## src/rtl/stolen_cdc_hsk_rx.sv

```systemverilog
// Destination end of a 2-phase toggle req/ack CDC link: syncs req, captures src_data, hands it out on valid/ready.
// Optional even-parity check on the captured word when STOLEN_CDC_HSK_RX_PARITY_EN is defined.
module stolen_cdc_hsk_rx #(
   parameter int unsigned WIDTH        = 32,
   parameter int unsigned DEST_SYNC_FF = 4
) (
   input  logic             clk,
   input  logic             reset_p,
   input  logic             src_req_tgl,
   input  logic [WIDTH-1:0] src_data,
`ifdef STOLEN_CDC_HSK_RX_PARITY_EN
   input  logic             src_par,
   output logic             m_par_err,
`endif
   output logic             dest_ack_tgl,
   output logic             m_valid,
   input  logic             m_ready,
   output logic [WIDTH-1:0] m_data,
   output logic             busy,
   output logic             proto_err
);

   typedef enum logic {IDLE, HOLD} state_t;

   state_t state;
   (* ASYNC_REG = "TRUE", DONT_TOUCH = "TRUE" *) logic [DEST_SYNC_FF-1:0] req_sync_q;
   logic req_sync;
   logic req_sync_d;
   logic pending;

   always_ff @(posedge clk or posedge reset_p) begin
      if (reset_p) begin
         req_sync_q <= '0;
      end else begin
         req_sync_q <= {req_sync_q[DEST_SYNC_FF-2:0], src_req_tgl};
      end
   end

   assign req_sync = req_sync_q[DEST_SYNC_FF-1];
   assign pending  = (req_sync != dest_ack_tgl);
   assign busy     = (state == HOLD);

   always_ff @(posedge clk or posedge reset_p) begin
      if (reset_p) begin
         state        <= IDLE;
         m_valid      <= 1'b0;
         m_data       <= '0;
         dest_ack_tgl <= 1'b0;
         proto_err    <= 1'b0;
         req_sync_d   <= 1'b0;
`ifdef STOLEN_CDC_HSK_RX_PARITY_EN
         m_par_err    <= 1'b0;
`endif
      end else begin
         req_sync_d <= req_sync;
         case (state)
            IDLE: begin
               if (pending) begin
                  m_data  <= src_data;
                  m_valid <= 1'b1;
                  state   <= HOLD;
`ifdef STOLEN_CDC_HSK_RX_PARITY_EN
                  m_par_err <= (^src_data) ^ src_par;
`endif
               end
            end
            HOLD: begin
               // Any req edge seen while a word is still held means the source did not wait for ack.
               if (req_sync != req_sync_d) begin
                  proto_err <= 1'b1;
               end
               if (m_valid && m_ready) begin
                  m_valid      <= 1'b0;
                  dest_ack_tgl <= ~dest_ack_tgl;
                  state        <= IDLE;
               end
            end
            default: state <= IDLE;
         endcase
      end
   end

endmodule

```

## config.mk

```make
export PLATFORM = sky130hd
export DESIGN_NAME = stolen_cdc_hsk_rx
export DESIGN_NICKNAME = d
export VERILOG_FILES = /design/src/rtl/stolen_cdc_hsk_rx.sv
export SDC_FILE = /design/constraint.sdc
export NUM_CORES = 1
export LEC_CHECK = 0
export CORE_MARGIN = 1.5
export CORE_UTILIZATION = 41
export DETAILED_ROUTE_END_ITERATION = 16
export PLACE_DENSITY = 0.78
export SLEW_MARGIN = 15
export SYNTH_ARGS = -nofsm -noshare
export SYNTH_HDL_FRONTEND = slang
export SYNTH_SLANG_ARGS = --single-unit
```

## constraint.sdc

```tcl
create_clock -name clk -period 1.9 [get_ports clk]
set_input_delay 0.285 -clock clk [delete_from_list [all_inputs] [get_ports clk]]
set_output_delay 0.285 -clock clk [all_outputs]
set_load 0.02 [all_outputs]
```

[After elaboration in Yosys (flattened, before gate mapping)]
Index checks and enable logic that the tools add are counted.
Word-level totals
  register bits after elaboration: 41
  bits of input ports: 36
  output and inout bits: 36
  word-level logic and storage cells: 24
Operators by class
  equal/unequal tests: 4
  multiplexer cells: 6
  bitwise gates (word level): 2
  reduce and logical (&&, ||, !) cells: 5
Operator list (number)
  $reduce_and 2->1: 4
  $mux 1: 4
  $pmux 1 s2: 2
  $ne 1x1->1: 2
  $ne 2x1->1 const B: 1
  $ne 2x2->1 const B: 1
  $not 1->1: 2
  $logic_and 1x1->1: 1

[Longest topological paths before layout]
  word-level depth: 3
  depth in mapped cells: 5
  mapped depth without buffers: 3

[Worst setup path after synthesis]
OpenSTA, ideal clock, no wires.
  kind: flip-flop to flip-flop
  start: register dest_ack_tgl
  end: register m_data[0]
  setup time: 0.125 ns
  arrival time: 1.434 ns
  data required time: 1.775 ns
  slack: 0.341 ns
  cell stages (with the launch flop): 6
  path buffers: 2
  clock period less this slack: 1.559 ns
  cell sequence: dfrtp_1 xor2_1 nor2b_2 buf_6 buf_12 mux2_4
On the way
  word-level cells in the longest chain between the ends: 2
Ends and longest elaborated chain
  start: declaration: RTL line 15  | output logic dest_ack_tgl,
  start signal: assignment: RTL line 74  | dest_ack_tgl <= ~dest_ack_tgl;
  $ne 1x1->1: RTL line 40  | assign pending = (req_sync != dest_ack_tgl);
  $reduce_and 2->1 (no line)
  end signal: assignment: RTL line 59  | m_data <= src_data;
  end: declaration: RTL line 18  | output logic [WIDTH-1:0] m_data,
No other way between the ends.
A chain may end at the register's enable or synchronous reset.

[Final worst setup path]
  start: register state (netlist: busy)
  end: output port busy
RTL lines
  start: declaration: RTL line 25  | state_t state;
  start signal: assignment: RTL line 45  | state <= IDLE;
  start signal: assignment: RTL line 61  | state <= HOLD;
  start signal: assignment: RTL line 75  | state <= IDLE;
  end: declaration: RTL line 19  | output logic busy,
No word-level cell between the ends.

==> results.ini <==
[yosys]
syn_nets=124
synth_seq_area_share_pct=62.45
synth_top_family_by_area=multiplexers
synth_seq_cells=41
synth_area_leader_cell=dfrtp_1
synth_compound_area_share_pct=1.295
synth_area_um2=1643
synthMuxAreaShare_pct=28.79
yosys_warnings=0
synth.top_cells.by_area=dfrtp_1, mux2_4, buf_12, mux2_2, xor2_1
synthSimpleGateAreaFrac_pct=1.066
synthXorXnorAreaFrac_pct=1.599
synth_adder_area_share_pct=0
syn_area_per_cell_um2=18.67
synth.distinct_cells=14
synth_top_area_share_pct=62.45
synth_cells=88

[status]
status=finished, final reports clean

[placed_design]
io_buffer_count=71
dp.cells=206
postPlaceCellArea_um2=2382
dp_hpwl_um=2232
gp_congestion=0.6098

[setup_path]
path_buf_inv=1
worstPathMaxFanout=6
startpoint_type=register
path_class=reg -> out
end_kind=output port
critical-path-max-stage-delay_ns=0.65
worstPathArrival_ns=1.40
critical-path-top-delay-family=buffers and inverters
worst_path_max_delay_cell=clkdlybuf4s50_1
path_cells=clkdlybuf4s50_1
crit_required_ns=1.62

[route]
via_per_inst=4.547
wl_um=3138
wire_per_inst_um=14.66
dr.first_iter.drc_count=28
dr.pass1.iters=4
drc_errors=0
ant_nets=0
dr_total_vias=973

[sta]
hold-worst-slack_ns=0.3554
drv_slew=0
period_needed_ns=1.684
setup-tns-final_ns=0
tightest_slew_ns=0.4900
maxSlewHeadroom_pct=67.33
post-route-period-util_pct=88.62
fin_worst_skew_ns=0.003363
finalSetupViolCount=0
finalHoldViolCount=0
max_freq_mhz=593.9
rsz0062_at_grt=no

[final_layout]
final_common_cell=clkdlybuf4s50_1
multiInputGateArea_um2=543.0
mostFrequentLayoutCells=clkdlybuf4s50_1, dfrtp_1, mux2_4, clkbuf_8
diodes=0
drive_gt1_share_pct=26.51
nets=201
final_area_um2=2484
finalNonFillerCells=214
syn2layout_area_growth_pct=51.18
fillerInstances=286
seq_area_um2=1026

[clock_network]
cts.clk_slew.worst_paths_ns=0.07
insertion_delay_ns=0.28
cts_buffer_depth=2
cts-buffers-inserted=5
post_cts_buffers=0
cts_sinks=41
root_buffer=clkbuf_8
cts_tree=yes
htree_levels=2
postCtsHoldBufs=0
cts_resized=0

[power]
pwr-share-comb_pct=51.6
internal-power_mw=2.921
seqPwrFrac_pct=34.7
irDropWorstVdd_mv=0.8477
switchingPower_mw=1.383
clkPwrFrac_pct=13.7
netSwitchingFraction_pct=32.13
p_per_area_nw_per_um2=1733
p_leak_nw=1.075

[grt]
grt_pass1_vias=1086
grt_max_degree=42
grt_antenna_before_repair=0
grt.overflow.total=0
grt_pass1_wl_um=5106
grt_util_all_layers_pct=16.02

[floorplan]
rows=22
die_y_um=66.30
ios=72
coreArea_um2=3744
dieArea_um2=4396
die_w_um=66.30
start_util_pct=43.88

[job]
max_cap_viol_count=0

[min_path]
hold_class=reg -> reg

## Yosys cell counts (all sizes together)
| master | instances |
|---|---|
| nand3 | 1 |
| nor2b | 1 |
| inv | 2 |
| xnor2 | 1 |
| buf | 4 |
| xor2 | 2 |
| mux2 | 32 |
| dfrtp | 41 |
| o22ai | 1 |
| o21a | 1 |
| nor2 | 1 |
| a21o | 1 |
## worst register-to-register path: stages, from the launching register on
cell and delay (ns):
dfrtp_1 0.41, xor2_1 0.27, nor2b_4 0.23, buf_12 0.23, mux2_2 0.37
## logic make-up (layout without fill, tap and decap cells)
group,after synthesis,in the layout
and+or+nand+nor,3,3
DFF,41,41
xor gates and xnor gates,3,3
buffers and inverters,6,84
muxes,32,32
AOI/OAI and AO/OA,3,3
## area by class of cell
type                    count  area share, %
multi-input cells          41          21.86
flip-flops and latches     41          41.31
repair buffers             74          30.03
clock inverters             1         0.2015
well taps                  48          2.418
inverters                   2         0.3023
clock buffers               7          3.879
## path summary, 6_finish.rpt
path                       depth (start not counted)  slack [ns]          start             to
min                                                0        0.36  req_sync_q[1]  req_sync_q[2]
min reg2reg                                        0        0.36  req_sync_q[1]  req_sync_q[2]
max                                                1        0.22           busy           busy
min in group asynchronous                          3        0.43        reset_p  req_sync_q[3]
max in group asynchronous                          3        1.14        reset_p     m_data[14]
max reg2reg                                        4        0.28  req_sync_q[3]      m_data[1]
## flip-flops by register name, summed over array words and instances (netlist names)
register      cells
proto_err         1
m_valid           1
m_data           32
req_sync_q        4
busy              1
req_sync_d        1
dest_ack_tgl      1
## power groups by stage
stage	Clock (mW)	Sequential, mW	Combinational, mW
6_report	0.588	1.50	2.22
4_1_cts	0.612	1.50	2.25
2_1_floorplan	0	1.94	0.890
5_1_grt	0.656	1.55	2.33
3_5_place_dp	0	1.50	2.24
3_3_place_gp	0	1.49	2.20
## layer usage
layer  track usage (%)  share of wire, %  vias to the layer above
met3             5.622               6.7                        4
met1             18.76                43                      469
met4             7.653               1.8                        0
met2             26.13                49                       46
met5                 0                 0                        -
li1                  -                 -                      454
## metrics by stage
stage	util (%)	setup WS (ns)	total power, mW
2_1_floorplan	-	0.3412	2.834
3_3_place_gp	63.64	0.3674	3.697
3_5_place_dp	63.64	0.2635	3.744
4_1_cts	66.34	0.1966	4.362
5_1_grt	66.34	0.1511	4.543
6_report	66.34	0.2162	4.305
Power figures use the tool's default switching activity.
